<file path="src/rtl/mem_stage_if.sv">
// Data bus interface for the MEM stage.
// Request/grant/rvalid handshake towards the data memory.
interface mem_stage_if #(
    parameter int ADDR_WIDTH = 32
);
    logic                  req;
    logic                  we;
    logic [ADDR_WIDTH-1:0] addr;
    logic [3:0]            be;
    logic [31:0]           wdata;
    logic                  gnt;
    logic                  rvalid;
    logic [31:0]           rdata;

    modport master (
        output req, we, addr, be, wdata,
        input  gnt, rvalid, rdata
    );

    modport slave (
        input  req, we, addr, be, wdata,
        output gnt, rvalid, rdata
    );
endinterface

</file>
<file path="src/rtl/mem_stage.sv">
// MEM stage: runs loads/stores on the data bus and registers the MEM/WB result.
// Optional misaligned-access trap enabled with macro MEM_MISALIGN_CHK_EN.
module mem_stage #(
    parameter int ADDR_WIDTH = 32
) (
    input  logic        clk,
    input  logic        rst_n,
    input  logic [31:0] inst_i,
    input  logic [31:0] inst_addr_i,
    input  logic        rd_we_i,
    input  logic [4:0]  rd_waddr_i,
    input  logic [31:0] rd_data_i,
    input  logic        mem_we_i,
    input  logic [31:0] mem_waddr_i,
    input  logic [3:0]  mem_w_sel_i,
    input  logic [31:0] mem_data_i,
    mem_stage_if.master dbus,
    output logic        rd_we_o,
    output logic [4:0]  rd_waddr_o,
    output logic [31:0] rd_data_o,
    output logic [31:0] inst_addr_o,
    output logic        hold_flag_o
`ifdef MEM_MISALIGN_CHK_EN
    ,
    output logic        misalign_o
`endif
);
    typedef enum logic [1:0] {IDLE, REQ, WAIT_R, DONE} state_e;

    state_e                state_q, state_d;
    logic [ADDR_WIDTH-1:0] addr_q, addr_d;
    logic [1:0]            off_q, off_d;
    logic [2:0]            f3_q, f3_d;
    logic [4:0]            lrd_q, lrd_d;
    logic                  lwe_q, lwe_d;
    logic [31:0]           lpc_q, lpc_d;
    logic                  store_q, store_d;
    logic [3:0]            be_q, be_d;
    logic [31:0]           wdata_q, wdata_d;
    logic [31:0]           ext_q, ext_d;
    logic                  rd_we_q, rd_we_d;
    logic [4:0]            rd_waddr_q, rd_waddr_d;
    logic [31:0]           rd_data_q, rd_data_d;
    logic [31:0]           inst_addr_q, inst_addr_d;

    logic       load, store, access;
    logic [2:0] funct3;
    logic [1:0] off;
    logic [3:0] load_be;
    logic       unused_inst;

    assign funct3      = inst_i[14:12];
    assign off         = mem_waddr_i[1:0];
    assign load        = (inst_i[6:0] == 7'b0000011);
    assign store       = mem_we_i;
    assign access      = load | store;
    assign unused_inst = ^{inst_i[31:15], inst_i[11:7]};

`ifdef MEM_MISALIGN_CHK_EN
    logic mis;
    logic misalign_q, misalign_d;
    assign mis = (((funct3 == 3'b001) || (funct3 == 3'b101)) && off[0])
               || ((funct3 == 3'b010) && (off != 2'b00));
    assign misalign_o = misalign_q;
`endif

    // Extract and extend the addressed byte/halfword from a bus word.
    function automatic logic [31:0] extract(logic [2:0] f3, logic [1:0] o,
                                            logic [31:0] w);
        logic [7:0]  b;
        logic [15:0] h;
        b = w[{o, 3'b000} +: 8];
        h = o[1] ? w[31:16] : w[15:0];
        case (f3)
            3'b000:  return {{24{b[7]}}, b};
            3'b100:  return {24'h0, b};
            3'b001:  return {{16{h[15]}}, h};
            3'b101:  return {16'h0, h};
            default: return w;
        endcase
    endfunction

    // Byte enables for a load, from its width and address offset.
    always_comb begin
        case (funct3[1:0])
            2'b00:   load_be = 4'b0001 << off;
            2'b01:   load_be = 4'b0011 << {off[1], 1'b0};
            default: load_be = 4'b1111;
        endcase
    end

    assign dbus.req    = (state_q == REQ);
    assign dbus.we     = store_q;
    assign dbus.addr   = addr_q;
    assign dbus.be     = be_q;
    assign dbus.wdata  = wdata_q;

    assign rd_we_o     = rd_we_q;
    assign rd_waddr_o  = rd_waddr_q;
    assign rd_data_o   = rd_data_q;
    assign inst_addr_o = inst_addr_q;

    // Next-state, transaction latching and MEM/WB result selection.
    always_comb begin
        state_d     = state_q;
        addr_d      = addr_q;
        off_d       = off_q;
        f3_d        = f3_q;
        lrd_d       = lrd_q;
        lwe_d       = lwe_q;
        lpc_d       = lpc_q;
        store_d     = store_q;
        be_d        = be_q;
        wdata_d     = wdata_q;
        ext_d       = ext_q;
        rd_we_d     = 1'b0;
        rd_waddr_d  = rd_waddr_q;
        rd_data_d   = rd_data_q;
        inst_addr_d = inst_addr_q;
        hold_flag_o = 1'b0;
`ifdef MEM_MISALIGN_CHK_EN
        misalign_d  = 1'b0;
`endif
        case (state_q)
            IDLE: begin
                if (!access) begin
                    rd_we_d     = rd_we_i;
                    rd_waddr_d  = rd_waddr_i;
                    rd_data_d   = rd_data_i;
                    inst_addr_d = inst_addr_i;
                end
`ifdef MEM_MISALIGN_CHK_EN
                else if (mis) begin
                    misalign_d = 1'b1;
                end
`endif
                else begin
                    hold_flag_o = 1'b1;
                    state_d     = REQ;
                    addr_d      = {mem_waddr_i[ADDR_WIDTH-1:2], 2'b00};
                    off_d       = off;
                    f3_d        = funct3;
                    lrd_d       = rd_waddr_i;
                    lwe_d       = rd_we_i;
                    lpc_d       = inst_addr_i;
                    store_d     = store;
                    be_d        = store ? mem_w_sel_i : load_be;
                    wdata_d     = mem_data_i;
                end
            end
            REQ: begin
                hold_flag_o = 1'b1;
                if (dbus.gnt) state_d = store_q ? DONE : WAIT_R;
            end
            WAIT_R: begin
                hold_flag_o = 1'b1;
                if (dbus.rvalid) begin
                    ext_d   = extract(f3_q, off_q, dbus.rdata);
                    state_d = DONE;
                end
            end
            DONE: begin
                state_d     = IDLE;
                rd_we_d     = store_q ? 1'b0 : lwe_q;
                rd_waddr_d  = lrd_q;
                rd_data_d   = ext_q;
                inst_addr_d = lpc_q;
            end
            default: state_d = IDLE;
        endcase
    end

    // State and output registers with synchronous active-low reset.
    always_ff @(posedge clk) begin
        if (!rst_n) begin
            state_q     <= IDLE;
            addr_q      <= '0;
            off_q       <= '0;
            f3_q        <= '0;
            lrd_q       <= '0;
            lwe_q       <= 1'b0;
            lpc_q       <= '0;
            store_q     <= 1'b0;
            be_q        <= '0;
            wdata_q     <= '0;
            ext_q       <= '0;
            rd_we_q     <= 1'b0;
            rd_waddr_q  <= '0;
            rd_data_q   <= '0;
            inst_addr_q <= '0;
        end else begin
            state_q     <= state_d;
            addr_q      <= addr_d;
            off_q       <= off_d;
            f3_q        <= f3_d;
            lrd_q       <= lrd_d;
            lwe_q       <= lwe_d;
            lpc_q       <= lpc_d;
            store_q     <= store_d;
            be_q        <= be_d;
            wdata_q     <= wdata_d;
            ext_q       <= ext_d;
            rd_we_q     <= rd_we_d;
            rd_waddr_q  <= rd_waddr_d;
            rd_data_q   <= rd_data_d;
            inst_addr_q <= inst_addr_d;
        end
    end

`ifdef MEM_MISALIGN_CHK_EN
    // One-cycle misalignment pulse.
    always_ff @(posedge clk) begin
        if (!rst_n) misalign_q <= 1'b0;
        else        misalign_q <= misalign_d;
    end
`endif
endmodule

</file>
<file path="src/flat_wrapper.sv">
// flat-port wrapper written by rule: the top's interface ports become plain ports
module mem_stage_flat 
#(
    parameter int ADDR_WIDTH = 32
)
  (clk, rst_n, inst_i, inst_addr_i, rd_we_i, rd_waddr_i, rd_data_i, mem_we_i, mem_waddr_i, mem_w_sel_i, mem_data_i, rd_we_o, rd_waddr_o, rd_data_o, inst_addr_o, hold_flag_o, dbus_req, dbus_we, dbus_addr, dbus_be, dbus_wdata, dbus_gnt, dbus_rvalid, dbus_rdata);
  mem_stage_if #(.ADDR_WIDTH(ADDR_WIDTH)) dbus_i ();
  input  logic clk;
  input  logic rst_n;
  input  logic [31:0] inst_i;
  input  logic [31:0] inst_addr_i;
  input  logic rd_we_i;
  input  logic [4:0] rd_waddr_i;
  input  logic [31:0] rd_data_i;
  input  logic mem_we_i;
  input  logic [31:0] mem_waddr_i;
  input  logic [3:0] mem_w_sel_i;
  input  logic [31:0] mem_data_i;
  output logic rd_we_o;
  output logic [4:0] rd_waddr_o;
  output logic [31:0] rd_data_o;
  output logic [31:0] inst_addr_o;
  output logic hold_flag_o;
  output wire logic [$bits(dbus_i.req)-1:0] dbus_req;
  output wire logic [$bits(dbus_i.we)-1:0] dbus_we;
  output wire logic [$bits(dbus_i.addr)-1:0] dbus_addr;
  output wire logic [$bits(dbus_i.be)-1:0] dbus_be;
  output wire logic [$bits(dbus_i.wdata)-1:0] dbus_wdata;
  input wire logic [$bits(dbus_i.gnt)-1:0] dbus_gnt;
  input wire logic [$bits(dbus_i.rvalid)-1:0] dbus_rvalid;
  input wire logic [$bits(dbus_i.rdata)-1:0] dbus_rdata;
  assign dbus_req = dbus_i.req;
  assign dbus_we = dbus_i.we;
  assign dbus_addr = dbus_i.addr;
  assign dbus_be = dbus_i.be;
  assign dbus_wdata = dbus_i.wdata;
  assign dbus_i.gnt = dbus_gnt;
  assign dbus_i.rvalid = dbus_rvalid;
  assign dbus_i.rdata = dbus_rdata;
  mem_stage #(.ADDR_WIDTH(ADDR_WIDTH)) u_core (.clk(clk), .rst_n(rst_n), .inst_i(inst_i), .inst_addr_i(inst_addr_i), .rd_we_i(rd_we_i), .rd_waddr_i(rd_waddr_i), .rd_data_i(rd_data_i), .mem_we_i(mem_we_i), .mem_waddr_i(mem_waddr_i), .mem_w_sel_i(mem_w_sel_i), .mem_data_i(mem_data_i), .dbus(dbus_i), .rd_we_o(rd_we_o), .rd_waddr_o(rd_waddr_o), .rd_data_o(rd_data_o), .inst_addr_o(inst_addr_o), .hold_flag_o(hold_flag_o));
endmodule
</file>
<file path="config.mk">
export PLATFORM = sky130hd
export DESIGN_NAME = mem_stage_flat
export DESIGN_NICKNAME = d
export VERILOG_FILES = /design/src/rtl/mem_stage_if.sv /design/src/rtl/mem_stage.sv /design/src/flat_wrapper.sv
export SDC_FILE = /design/constraint.sdc
export NUM_CORES = 1
export LEC_CHECK = 0
export BUFFER_PORTS_ARGS = -buffer_cell sky130_fd_sc_hd__buf_2
export CELL_PAD_IN_SITES_DETAIL_PLACEMENT = 1
export CELL_PAD_IN_SITES_GLOBAL_PLACEMENT = 2
export CORE_ASPECT_RATIO = 0.75
export CORE_MARGIN = 2
export CORE_UTILIZATION = 30
export CTS_BUF_LIST = sky130_fd_sc_hd__clkbuf_4 sky130_fd_sc_hd__clkbuf_8 sky130_fd_sc_hd__clkbuf_16
export DETAILED_ROUTE_END_ITERATION = 16
export PLACE_DENSITY = 0.88
export SLEW_MARGIN = 20
export SYNTH_ARGS = -nofsm -noshare
export SYNTH_HDL_FRONTEND = slang
export SYNTH_SLANG_ARGS = --single-unit
</file>
<file path="constraint.sdc">
create_clock -name clk -period 3.8 [get_ports clk]
set_clock_uncertainty 0.05 [all_clocks]
set_input_delay 0.57 -clock clk [delete_from_list [all_inputs] [get_ports clk]]
set_output_delay 0.57 -clock clk [all_outputs]
set_load 0.02 [all_outputs]
</file>
==> results.py <==
metrics = {
    "synth": {
        "synth_edf_count": 0,
        "syn_avg_cell_area_um2": 8.86,
        "ys_seq_area_share_pct": 45.6,
        "synth_cell_types": 42,
        "syn_inst": 1060,
        "netlist_area_um2": 9390,
        "async_reset_ff_share_pct": 0,
        "synth-main-ff-cell": "dfxtp_1",
        "synth_warnings": 0,
        "ys_ff_latch": 214,
    },
    "sta": {
        "max-slew-margin-rel_pct": 35.7,
        "setup_violations": 0,
        "layout_setup_ws_ns": 0.818,
        "hold_violations": 0,
        "max_freq_ghz": 0.335,
        "rsz0062_at_grt": "false",
        "setup_tns_ns": 0,
        "drv_slew": 0,
        "finalCriticalPeriod_ns": 2.98,
        "tightest_slew_ns": 0.964,
        "period_share_pct": 78.5,
    },
    "setup_path": {
        "crit_buf_inv": 2,
        "cp_slowest_cell": "ha_4",
        "worstSetupPathType": "reg -> out",
        "cp_top_family": "adder cells",
        "cp_data_arrival_time_ns": 2.36,
        "cp-end-kind": "output port",
        "cp-start-kind": "flop",
        "cp_data_required_time_ns": 3.18,
        "cp_max_fo": 60,
        "max_stage_delay_ns": 0.63,
        "cp_cell_sequence": "inv_1 -> ha_4 -> a21o_1 -> a41oi_4 -> nor2_1 -> buf_2",
    },
    "pwr": {
        "internal-power_w": 0.00554,
        "p_total_w": 0.00931,
        "p_per_area_nw_per_um2": 767,
        "pwr-share-clk_pct": 27.4,
        "vdd_ir_drop_max_uv": 477,
        "p_comb_share_pct": 39.2,
        "p_switching_w": 0.00377,
        "power.leakage_nw": 4.93,
        "swShare_pct": 40.5,
        "p_seq_share_pct": 33.4,
    },
    "floorplanning": {
        "ios": 348,
        "coreArea_um2": 31000,
        "die_y_um": 157,
        "num_rows": 56,
        "die_area_um2": 32800,
        "initial_core_util_pct": 30.3,
        "die_w_um": 208,
    },
    "routing": {
        "postRouteAntennaNets": 0,
        "route.vias.total": 9008,
        "wl_mm": 33.1,
        "wl_per_cell_um": 19.0,
        "drc": 0,
        "drt-pass1-iter-count": 5,
        "via_per_inst": 5.18,
        "detail_route.iter0.violations": 452,
    },
    "status": {
        "status": "finished, final reports clean",
    },
    "layout": {
        "final_core_util_pct": 39.1,
        "fillers": 3716,
        "syn_to_final_growth_pct": 29.3,
        "regArea_um2": 4280,
        "multi_input_area_um2": 4620,
        "nets": 1524,
        "layout-drive-gt1-share_pct": 33.3,
    },
    "clocking": {
        "clkSlewWorstSetupHoldPaths_ns": 0.06,
        "cts-buffers-inserted": 25,
        "ctsResizeCount": 0,
        "clockRootBuffer": "clkbuf_16",
        "clk_path_buf_depth": 3,
        "clkSinkCount": 214,
        "post-cts-setup-buffers": 0,
        "holdBufCountCts": 0,
        "clkLatencyLatePin_ns": 0.53,
        "h-tree-depth": 1,
        "cts_tree": "yes",
    },
    "grt": {
        "grt_max_degree": 139,
        "busiest_layer": "met2",
        "met1_usage_pct": 25.4,
        "met2_usage_pct": 31.3,
        "grt_pass1_vias": 9089,
        "antenna_found_initial": 3,
        "grt_pass1_wl_mm": 51.2,
        "grt_util_met3_pct": 5.91,
        "grt_overflow_total": 0,
        "grt_use_total_pct": 19.3,
    },
    "placed_design": {
        "place_ws_ns": 1.13,
        "portBuffers": 323,
        "hpwl_mm": 22.0,
        "place.gp.congestion": 0.796,
    },
    "hold_path": {
        "hold_path.class": "in -> reg",
    },
    "run": {
        "maxCapViolCount": 0,
    },
}
==> worst min-delay path, delay by kind of cell <==
kind                   cells  cell delay [ns]
AOI/OAI and AO/OA          1             0.05
buffers and inverters      1             0.09
and+or+nand+nor            1             0.05
==> registers in the layout (all words and copies together), names as in the netlist, 2 cells and up <==
name and count:
u_core.off_q 2, u_core.dbus.wdata 32, u_core.dbus.be 4, u_core.inst_addr_o 32, u_core.ext_q 32, u_core.f3_q 3
u_core.lrd_q 5, u_core.state_q 2, u_core.rd_waddr_o 5, u_core.dbus.addr 30, u_core.rd_data_o 32, u_core.lpc_q 32
==> logic make-up after synthesis <==
group                    synth area share (%)
adder cells (fa/ha/maj)                 0.666
AND/OR/NAND/NOR                          11.2
AO/OA/AOI/OAI                            26.8
buffers and inverters                    5.90
multiplexers                             9.78
other                                  0.0399
flip-flops                               45.6
==> metal layers <==
metal | part of all wire, % | vias to the layer above
met4 | 1.7 | 2
met3 | 7.0 | 38
met2 | 46 | 249
met1 | 45 | 4354
met5 | 0.033 | -
li1 | - | 4365
==> layout make-up <==
cell class                 count  share of cell area [%]
tap                          406                    4.18
clock inverter                14                    1.57
antenna                        3                  0.0618
multi-input combinational    721                    38.0
clock buffer                  30                    5.56
inverter                      11                   0.402
timing repair buffer         339                    14.9
sequential                   214                    35.3
==> power by group through the flow <==
stage / logic (W) / clock network (W) / registers [W]
2_1_floorplan: 0.00206 / 0 / 0.00359
3_3_place_gp: 0.00359 / 0 / 0.00312
3_5_place_dp: 0.00369 / 0 / 0.00315
4_1_cts: 0.00371 / 0.00263 / 0.00311
5_1_grt: 0.00399 / 0.00273 / 0.00318
6_report: 0.00365 / 0.00255 / 0.00311
==> Yosys cell counts, drive strengths merged (2+ instances only) <==
library cell | n | area share (%)
dfxtp | 214 | 46
o22ai | 2 | 0.13
nor2b | 3 | 0.20
nand2 | 14 | 0.56
a21oi | 168 | 9.0
nand3b | 8 | 0.64
nand2b | 2 | 0.13
o221a | 2 | 0.24
mux2i | 79 | 8.5
clkbuf | 52 | 2.1
buf | 63 | 3.4
nor3 | 3 | 0.16
o21ai | 140 | 7.5
o211ai | 8 | 0.64
mux4 | 2 | 0.48
inv | 11 | 0.44
a31oi | 2 | 0.13
ha | 5 | 0.67
a211oi | 70 | 7.7
o2111ai | 4 | 0.37
nand3 | 105 | 5.6
nor2 | 76 | 3.0
o22a | 5 | 0.47
mux2 | 7 | 0.84
nor4bb | 5 | 0.53
==> path summary, 6_finish.rpt <==
kind	from	endpoint	slack [ns]	cells after the start
setup reg to reg	u_core.state_q[0]	u_core.inst_addr_o[26]	1.05	7
hold / removal	mem_waddr_i[15]	u_core.dbus.addr[15]	0.24	3
setup / recovery	u_core.state_q[0]	hold_flag_o	0.82	6
hold reg to reg	u_core.dbus.addr[10]	u_core.dbus.addr[10]	0.43	2
==> placed cells by master (no fill, tap or decap), types with 3 or more instances in the layout <==
cell type / synthesis / final
diode_2: 0 / 3
nand3_1: 105 / 105
buf_2: 32 / 323
nor2b_1: 3 / 3
a211oi_2: 40 / 40
dfxtp_1: 214 / 214
nand2_1: 14 / 14
buf_12: 0 / 6
clkbuf_4: 0 / 3
nor4bb_1: 5 / 5
o22a_1: 5 / 5
inv_1: 9 / 9
o2111ai_1: 4 / 4
o21ai_1: 112 / 112
mux2i_1: 78 / 78
a211oi_1: 30 / 30
nor3_1: 3 / 3
buf_4: 11 / 10
clkinv_2: 0 / 5
ha_1: 5 / 3
o21ai_0: 27 / 27
nor2_1: 76 / 76
nand3b_1: 8 / 8
bufinv_16: 0 / 4
a21oi_1: 168 / 168
clkbuf_16: 0 / 25
o211ai_1: 8 / 8
mux2_2: 7 / 7
==> through the flow <==
stage / std cells / hold slack, ns / cell area (um2)
after floorplan: 1061 / 0.408 / 9400
after global placement: 1691 / 0.413 / 11300
after detailed placement: 1691 / 0.420 / 11300
after CTS: 1735 / 0.211 / 12100
after global routing: 1738 / 0.220 / 12100
final: 1738 / 0.243 / 12100
Power figures use the tool's default switching activity.
